`src/rtl/tcp_pkg.sv`:
```
// Shared TCP/UDP TX definitions: FSM encoding, header word offsets, flag
// bit positions, protocol number and a one's-complement add helper.
package tcp_pkg;

  // Segment builder FSM encoding
  localparam logic [2:0] ST_IDLE = 3'd0;
  localparam logic [2:0] ST_HDR  = 3'd1;
  localparam logic [2:0] ST_OPT  = 3'd2;
  localparam logic [2:0] ST_DATA = 3'd3;
  localparam logic [2:0] ST_LAST = 3'd4;  // final word loaded, waiting for its handshake
  localparam logic [2:0] ST_DONE = 3'd5;

  // 32-bit word offsets inside the fixed 20-byte TCP header
  localparam logic [3:0] HDR_PORTS = 4'd0;
  localparam logic [3:0] HDR_SEQ   = 4'd1;
  localparam logic [3:0] HDR_ACK   = 4'd2;
  localparam logic [3:0] HDR_CTRL  = 4'd3;
  localparam logic [3:0] HDR_URG   = 4'd4;

  // Bit positions inside the 6-bit flags field
  localparam int FLAG_FIN = 0;
  localparam int FLAG_SYN = 1;
  localparam int FLAG_RST = 2;
  localparam int FLAG_PSH = 3;
  localparam int FLAG_ACK = 4;
  localparam int FLAG_URG = 5;

  localparam logic [7:0] PROTO_TCP = 8'd6;

  // Header fields latched on start
  typedef struct packed {
    logic [31:0] ports;
    logic [31:0] seq;
    logic [31:0] ack;
    logic [5:0]  flags;
    logic [15:0] window;
    logic [15:0] urg_ptr;
  } tcp_hdr_t;

  // 32-bit one's-complement add; end-around carry cannot overflow again
  function automatic logic [31:0] oc_add32(input logic [31:0] a, input logic [31:0] b);
    logic [32:0] s;
    s = {1'b0, a} + {1'b0, b};
    return s[31:0] + {31'd0, s[32]};
  endfunction

endpackage

```
`src/rtl/ones_comp_acc32.sv`:
```
// 32-bit one's-complement accumulator with end-around carry and a 16-bit
// fold output. Shared between the TCP and UDP encoders.
module ones_comp_acc32
  import tcp_pkg::*;
(
  input  logic        clk,
  input  logic        reset,
  input  logic        clear,
  input  logic        load,
  input  logic [31:0] load_val,
  input  logic        add,
  input  logic [31:0] add_val,
  output logic [15:0] fold
);

  logic [31:0] acc_q, acc_d;
  logic [16:0] fold_s;

  // Next accumulator value: clear wins over load, load over add
  always_comb begin
    acc_d = acc_q;
    if (clear)     acc_d = 32'd0;
    else if (load) acc_d = load_val;
    else if (add)  acc_d = oc_add32(acc_q, add_val);
  end

  // Accumulator register
  always_ff @(posedge clk) begin
    if (reset) acc_q <= 32'd0;
    else       acc_q <= acc_d;
  end

  assign fold_s = {1'b0, acc_q[31:16]} + {1'b0, acc_q[15:0]};
  assign fold   = fold_s[15:0] + {15'd0, fold_s[16]};

endmodule

```
`src/rtl/tcp_stream_encoder.sv`:
```
// Streaming TCP segment builder: header, options and payload as a
// valid/ready word stream, checksum reported after the last word.
module tcp_stream_encoder
  import tcp_pkg::*;
#(
  parameter int         MAX_OPT_WORDS = 10,
  parameter logic [7:0] PROTO         = PROTO_TCP
) (
  input  logic                      clk,
  input  logic                      reset,
  input  logic                      start,
  input  logic [31:0]               src_ip,
  input  logic [31:0]               dest_ip,
  input  logic [31:0]               hdr_ports,
  input  logic [31:0]               seq_num,
  input  logic [31:0]               ack_num,
  input  logic [5:0]                flags,
  input  logic [15:0]               window,
  input  logic [15:0]               urg_ptr,
  input  logic [3:0]                opt_words,
  input  logic [32*MAX_OPT_WORDS-1:0] opt_data,
  input  logic [15:0]               pay_len,
  input  logic [31:0]               s_data,
  input  logic                      s_valid,
  output logic                      s_ready,
  output logic [31:0]               m_data,
  output logic [3:0]                m_keep,
  output logic                      m_valid,
  output logic                      m_last,
  input  logic                      m_ready,
  output logic [15:0]               seg_len,
  output logic [15:0]               csum,
  output logic                      csum_valid,
  output logic                      busy
);

  logic [2:0]  state_q, state_d;
  tcp_hdr_t    hdr_q, hdr_d;
  logic [MAX_OPT_WORDS-1:0][31:0] opt_q, opt_d;
  logic [3:0]  nopt_q, nopt_d;
  logic [3:0]  idx_q, idx_d;
  logic [15:0] rem_q, rem_d;        // payload bytes still to send
  logic [15:0] seg_len_q, seg_len_d;
  logic [31:0] m_data_q, m_data_d;
  logic [3:0]  m_keep_q, m_keep_d;
  logic        m_valid_q, m_valid_d;
  logic        m_last_q, m_last_d;
  logic [15:0] csum_q, csum_d;
  logic        csum_valid_q, csum_valid_d;

  logic [3:0]  nopt_in;
  logic [15:0] seg_len_in;
  logic [31:0] acc_load_val, acc_add_val;
  logic        acc_clear, acc_load, acc_add;
  logic [15:0] acc_fold;
  logic        out_en, s_ready_c;
  logic [31:0] hdr_word, opt_word, data_masked;
  logic [3:0]  data_keep;
  logic        emit, emit_last;
  logic [31:0] emit_word;
  logic [3:0]  emit_keep;

  assign nopt_in    = (opt_words > 4'(MAX_OPT_WORDS)) ? 4'(MAX_OPT_WORDS) : opt_words;
  assign seg_len_in = {10'd0, (4'd5 + nopt_in), 2'b00} + pay_len;
  // Pseudo-header sum plus the first header word, which leaves on the start edge
  assign acc_load_val = oc_add32(oc_add32(oc_add32(src_ip, dest_ip),
                                          {8'd0, PROTO, seg_len_in}), hdr_ports);

  assign out_en    = !m_valid_q || m_ready;
  assign s_ready_c = !reset && (state_q == ST_DATA) && out_en;

  // Header word selected by the running word index
  always_comb begin
    case (idx_q)
      HDR_SEQ:  hdr_word = hdr_q.seq;
      HDR_ACK:  hdr_word = hdr_q.ack;
      HDR_CTRL: hdr_word = {4'd5 + nopt_q, 6'b0, hdr_q.flags, hdr_q.window};
      HDR_URG:  hdr_word = {16'h0000, hdr_q.urg_ptr};
      default:  hdr_word = hdr_q.ports;
    endcase
  end

  // Option word mux
  always_comb begin
    opt_word = 32'd0;
    for (int i = 0; i < MAX_OPT_WORDS; i++)
      if (idx_q == 4'(i)) opt_word = opt_q[i];
  end

  // Payload keep mask (MSB-aligned on the final word) and zeroing of unused bytes
  always_comb begin
    data_keep = 4'b1111;
    if (rem_q <= 16'd4) begin
      case (rem_q[2:0])
        3'd1:    data_keep = 4'b1000;
        3'd2:    data_keep = 4'b1100;
        3'd3:    data_keep = 4'b1110;
        default: data_keep = 4'b1111;
      endcase
    end
    data_masked = s_data & {{8{data_keep[3]}}, {8{data_keep[2]}},
                            {8{data_keep[1]}}, {8{data_keep[0]}}};
  end

  // FSM, field latching, output register and checksum sequencing
  always_comb begin
    state_d      = state_q;
    hdr_d        = hdr_q;
    opt_d        = opt_q;
    nopt_d       = nopt_q;
    idx_d        = idx_q;
    rem_d        = rem_q;
    seg_len_d    = seg_len_q;
    m_data_d     = m_data_q;
    m_keep_d     = m_keep_q;
    m_valid_d    = m_valid_q;
    m_last_d     = m_last_q;
    csum_d       = csum_q;
    csum_valid_d = 1'b0;
    acc_clear    = 1'b0;
    acc_load     = 1'b0;
    emit         = 1'b0;
    emit_last    = 1'b0;
    emit_word    = 32'd0;
    emit_keep    = 4'b1111;

    if (m_valid_q && m_ready) begin
      m_valid_d = 1'b0;
      m_last_d  = 1'b0;
    end

    case (state_q)
      ST_IDLE: if (start) begin
        hdr_d.ports   = hdr_ports;
        hdr_d.seq     = seq_num;
        hdr_d.ack     = ack_num;
        hdr_d.flags   = flags;
        hdr_d.window  = window;
        hdr_d.urg_ptr = urg_ptr;
        opt_d         = opt_data;
        nopt_d        = nopt_in;
        rem_d         = pay_len;
        seg_len_d     = seg_len_in;
        m_data_d      = hdr_ports;
        m_keep_d      = 4'b1111;
        m_valid_d     = 1'b1;
        m_last_d      = 1'b0;
        acc_load      = 1'b1;
        idx_d         = HDR_SEQ;
        state_d       = ST_HDR;
      end
      ST_HDR: if (out_en) begin
        emit      = 1'b1;
        emit_word = hdr_word;
        idx_d     = idx_q + 4'd1;
        if (idx_q == HDR_URG) begin
          idx_d = 4'd0;
          if (nopt_q != 4'd0)     state_d = ST_OPT;
          else if (rem_q != 16'd0) state_d = ST_DATA;
          else begin
            state_d   = ST_LAST;
            emit_last = 1'b1;
          end
        end
      end
      ST_OPT: if (out_en) begin
        emit      = 1'b1;
        emit_word = opt_word;
        idx_d     = idx_q + 4'd1;
        if (idx_q == nopt_q - 4'd1) begin
          idx_d = 4'd0;
          if (rem_q != 16'd0) state_d = ST_DATA;
          else begin
            state_d   = ST_LAST;
            emit_last = 1'b1;
          end
        end
      end
      ST_DATA: if (s_valid && s_ready_c) begin
        emit      = 1'b1;
        emit_word = data_masked;
        emit_keep = data_keep;
        if (rem_q <= 16'd4) begin
          rem_d     = 16'd0;
          emit_last = 1'b1;
          state_d   = ST_LAST;
        end else begin
          rem_d = rem_q - 16'd4;
        end
      end
      ST_LAST: if (m_valid_q && m_ready && m_last_q) begin
        // Last word already added at load time, so the sum is final here
        csum_d       = ~acc_fold;
        csum_valid_d = 1'b1;
        state_d      = ST_DONE;
      end
      ST_DONE: begin
        acc_clear = 1'b1;
        state_d   = ST_IDLE;
      end
      default: state_d = ST_IDLE;
    endcase

    if (emit) begin
      m_data_d  = emit_word;
      m_keep_d  = emit_keep;
      m_valid_d = 1'b1;
      m_last_d  = emit_last;
    end
  end

  assign acc_add     = emit;
  assign acc_add_val = emit_word;

  // State registers
  always_ff @(posedge clk) begin
    if (reset) begin
      state_q      <= ST_IDLE;
      hdr_q        <= '0;
      opt_q        <= '0;
      nopt_q       <= 4'd0;
      idx_q        <= 4'd0;
      rem_q        <= 16'd0;
      seg_len_q    <= 16'd0;
      m_data_q     <= 32'd0;
      m_keep_q     <= 4'd0;
      m_valid_q    <= 1'b0;
      m_last_q     <= 1'b0;
      csum_q       <= 16'd0;
      csum_valid_q <= 1'b0;
    end else begin
      state_q      <= state_d;
      hdr_q        <= hdr_d;
      opt_q        <= opt_d;
      nopt_q       <= nopt_d;
      idx_q        <= idx_d;
      rem_q        <= rem_d;
      seg_len_q    <= seg_len_d;
      m_data_q     <= m_data_d;
      m_keep_q     <= m_keep_d;
      m_valid_q    <= m_valid_d;
      m_last_q     <= m_last_d;
      csum_q       <= csum_d;
      csum_valid_q <= csum_valid_d;
    end
  end

  ones_comp_acc32 u_acc (
    .clk      (clk),
    .reset    (reset),
    .clear    (acc_clear),
    .load     (acc_load),
    .load_val (acc_load_val),
    .add      (acc_add),
    .add_val  (acc_add_val),
    .fold     (acc_fold)
  );

  assign s_ready    = s_ready_c;
  assign m_data     = m_data_q;
  assign m_keep     = m_keep_q;
  assign m_valid    = m_valid_q;
  assign m_last     = m_last_q;
  assign seg_len    = seg_len_q;
  assign csum       = csum_q;
  assign csum_valid = csum_valid_q;
  assign busy       = (state_q != ST_IDLE);

endmodule
```
`config.mk`:
```
export PLATFORM = sky130hd
export DESIGN_NAME = tcp_stream_encoder
export DESIGN_NICKNAME = d
export VERILOG_FILES = /design/src/rtl/tcp_pkg.sv /design/src/rtl/ones_comp_acc32.sv /design/src/rtl/tcp_stream_encoder.sv
export SDC_FILE = /design/constraint.sdc
export NUM_CORES = 2
export LEC_CHECK = 0
export BUFFER_PORTS_ARGS = -buffer_cell sky130_fd_sc_hd__buf_2
export CAP_MARGIN = 25
export CORE_MARGIN = 2
export CORE_UTILIZATION = 28
export DETAILED_ROUTE_END_ITERATION = 12
export HOLD_SLACK_MARGIN = 0.03
export PLACE_DENSITY = 0.5
export SETUP_SLACK_MARGIN = 0.4
export SYNTH_ARGS = -nofsm -noshare
export SYNTH_HDL_FRONTEND = slang
export SYNTH_SLANG_ARGS = --single-unit
```
`constraint.sdc`:
```
create_clock -name clk -period 14.4 [get_ports clk]
set_input_delay 1.44 -clock clk [delete_from_list [all_inputs] [get_ports clk]]
set_output_delay 1.44 -clock clk [all_outputs]
set_load 0.03 [all_outputs]
```
==> metrics <==
die area=between 100000 and 150000 µm²; gr ovfl total=0; Worst IR Drop VDD=between 90 and 100 µV; clk sinks=a little under 600; RSZ-0062 raised after global routing=false; count of input and output buffers=between 600 and 700; FP Rows=129; Post-synth EDFFs=0; DRT Pass-1 Iters=6; final hold vios=0; CP max stage cell=o41ai_2; Gate power share=between 40% and 50%; Sequential Power Share=a little over a quarter; HP Class=flip-flop to flip-flop; register area share after synthesis=~33%; Inserted Clock Buffers=74; Async S/R FF share, synth=0%; number of H-tree levels=3; Final period util=between 80 and 90%; slew margin rel.=16.3%; initial antenna violation count=72; Die X=358 µm; Clock power frac=24.1%; critical path required time=14.95 ns; clock skew=between 0.06 and 0.07 ns; Core Region=between 100000 and 150000 µm²; CTS Root Cell=clkbuf_16; vias post-DR=about 37000; cell mode on critical path=ha_1; Final Setup Violations=0; CTS Hold Bufs=0; Min Hold Slack=approximately 0.45 ns; die height=between 300 and 400 µm; I/O pin cnt=around 650; share of cells above drive strength 1=approximately 17%; Yosys cell types=between 90 and 100; hpwl dp=roughly 130000 µm; WP data arrival=~13 ns; Fin Setup TNS=0 ns; Total GRT Usage=24.7%; P&R area growth vs syn=21.4%; switching share of power=around 46%; post-route ant nets=0; Leakage=17.3 nW; syn avg cell area=7.28 µm²; Final Slew Violations=0; clock-pin slew on the worst setup and hold paths=~0.060 ns; Final Net Count=6037; area of the mapped netlist=about 35000 µm²; status=completed; R2R setup slack=~4 ns; net load switching power=3.75 mW; Synth Register Bits=between 500 and 600; Mapped Cells=slightly below 5000; initial core utilization=around 28%; min cycle time layout=12.94 ns; drt wl/cell=about 24 µm; CTS tree=done; vias in the first global route=roughly 34000; Critical Path End Type=flip-flop; final WL=165000 µm; Pint=roughly 4.4 mW; Main synth FF type=dfxtp_1; syn_nets=5547; routability-driven placement congestion ratio=~0.94; Worst-Skew Late Latency=between 0.6 and 0.7 ns; PD cells=between 150 and 200 nW/µm²; Max stage delay on crit path=approximately 0.44 ns; Setup Crit Path Kind=primary input to flip-flop; Max FO, Critical Path=5; fmax=between 0.07 and 0.08 GHz; type of origin of the critical path=primary input; Worst Tran Pin Value=roughly 1.3 ns; largest net degree at the start of global routing=between 200 and 250; initial DRC count=between 3000 and 4000; Synth Warn #=0; total of max-cap violations=0; number of remaining DRC errors=0; first-pass GRT wire length=between 200000 and 250000 µm; clock buffer depth=3; Avg Vias per Cell=~5.3
[layer usage]
layer / GRT usage, % / part of all wire [%] / up-vias
met3: 5.47 / 7.5 / 266
met5: 0 / 0.12 / -
li1: - / - / 17957
met2: 38.1 / 44 / 1289
met4: 8.95 / 3.7 / 30
met1: 33.7 / 44 / 17879
[metrics by stage]
step	instances	utilization, %	setup WS, ns	instance area [µm²]	power [mW]
detailed placement	6860	32.1	0.223	39800	6.12
finish	7029	34.3	1.46	42500	8.13
global route	7019	34.3	0.522	42500	8.62
CTS	6993	34.2	0.806	42300	8.10
global placement	6859	32.1	0.427	39800	6.12
floorplan	4812	-	1.13	35000	4.79
[synth_stat cells, drive strengths merged, types with 18 or more instances]
cell type	instances	area share, %
o21ai	193	2.8
xor2	100	2.5
a22oi	114	2.4
nand4	37	0.70
a21oi	732	10
and2	36	0.64
o21bai	22	0.47
and3	37	0.66
nor3	77	1.2
nor2b	35	0.63
a221oi	40	1.0
o21a	19	0.41
xnor2	138	3.5
a21o	60	1.3
dfxtp	584	33
o221ai	18	0.45
nand3	59	0.84
clkbuf	304	3.3
nand2b	30	0.54
ha	154	5.5
inv	58	0.62
a31oi	35	0.63
nand2	1196	13
nor2	320	3.4
o211ai	53	1.1
a211oi	88	1.9
nor4	26	0.55
[cells in the final DEF (no fill, tap or decap), types with 18 or more instances in the layout]
| cell type | count |
|---|---|
| o211ai_1 | 53 |
| buf_2 | 646 |
| dfxtp_1 | 584 |
| ha_1 | 154 |
| o21a_1 | 19 |
| nand4_1 | 35 |
| diode_2 | 33 |
| and2_1 | 29 |
| xnor2_1 | 138 |
| o21bai_1 | 22 |
| a211oi_1 | 84 |
| clkbuf_8 | 19 |
| a21oi_1 | 731 |
| and3_1 | 36 |
| o221ai_1 | 18 |
| a221oi_1 | 39 |
| a21o_1 | 59 |
| inv_1 | 58 |
| clkbuf_16 | 74 |
| nor2_1 | 317 |
| nand2b_1 | 30 |
| nor2b_1 | 35 |
| a31oi_1 | 35 |
| buf_4 | 82 |
| nand3_1 | 59 |
| o21ai_0 | 190 |
| a22oi_1 | 114 |
| xor2_1 | 99 |
| nor3_1 | 74 |
| nand2_1 | 1192 |
| nor4_1 | 22 |
[layout make-up]
type | instances | area, µm²
fill | 13506 | 81400
multi-input combinational | 3853 | 22000
sequential | 584 | 11700
timing repair buffer | 731 | 3900
clock buffer | 105 | 2160
tap | 1637 | 2050
clock inverter | 28 | 423
inverter | 58 | 218
antenna | 33 | 82.6
[flip-flops by register name, indices dropped and copies added (netlist names)]
signal       cells
m_data          32
nopt_q           4
state_q          3
idx_q            4
m_last           1
seg_len         16
m_valid          1
opt_q          320
m_keep           4
csum_valid       1
hdr_q          134
csum            16
u_acc.acc_q     32
rem_q           16
[cell families (layout without fill, tap and decap cells)]
group	count (synthesis)	in the layout	share of synthesized area, %
DFF	584	584	33.4
xor gates and xnor gates	239	239	6.04
buffers and inverters	375	922	4.06
AOI/OAI and AO/OA	1498	1498	26.3
adders and majority gates	160	160	5.85
other	0	33	0
and+or+nand+nor	1945	1945	24.0
muxes	11	11	0.347
[path summary, 6_finish.rpt]
kind                   start         endpoint  depth (start not counted)
setup / recovery   src_ip[0]  u_acc.acc_q[28]                         64
hold / removal    seg_len[1]       seg_len[1]                          2
setup reg to reg    idx_q[1]  u_acc.acc_q[26]                         41
hold reg to reg   seg_len[1]       seg_len[1]                          2
[power groups by stage]
| stage | clock (mW) | sequential, mW | combinational, mW |
|---|---|---|---|
| 6_report | 1.96 | 2.23 | 3.94 |
| 4_1_cts | 2.00 | 2.22 | 3.89 |
| 2_1_floorplan | 0 | 2.23 | 2.56 |
| 3_3_place_gp | 0 | 2.25 | 3.87 |
| 5_1_grt | 2.07 | 2.26 | 4.30 |
| 3_5_place_dp | 0 | 2.25 | 3.87 |
[worst max-delay path: cells and delay by family]
family | cells | cell delay [ns]
adders and majority gates | 8 | 1.84
xor gates and xnor gates | 3 | 0.51
AOI/OAI and AO/OA | 28 | 5.73
buffers and inverters | 2 | 0.16
muxes | 1 | 0.11
and+or+nand+nor | 22 | 3.69
[timing repair]
action                                  4_1_cts  5_1_grt
gates resized for setup                       0       11
buffers inserted                              0        2
endpoints found under the setup margin        0       29
No activity file was read; power rests on OpenSTA's default activity.
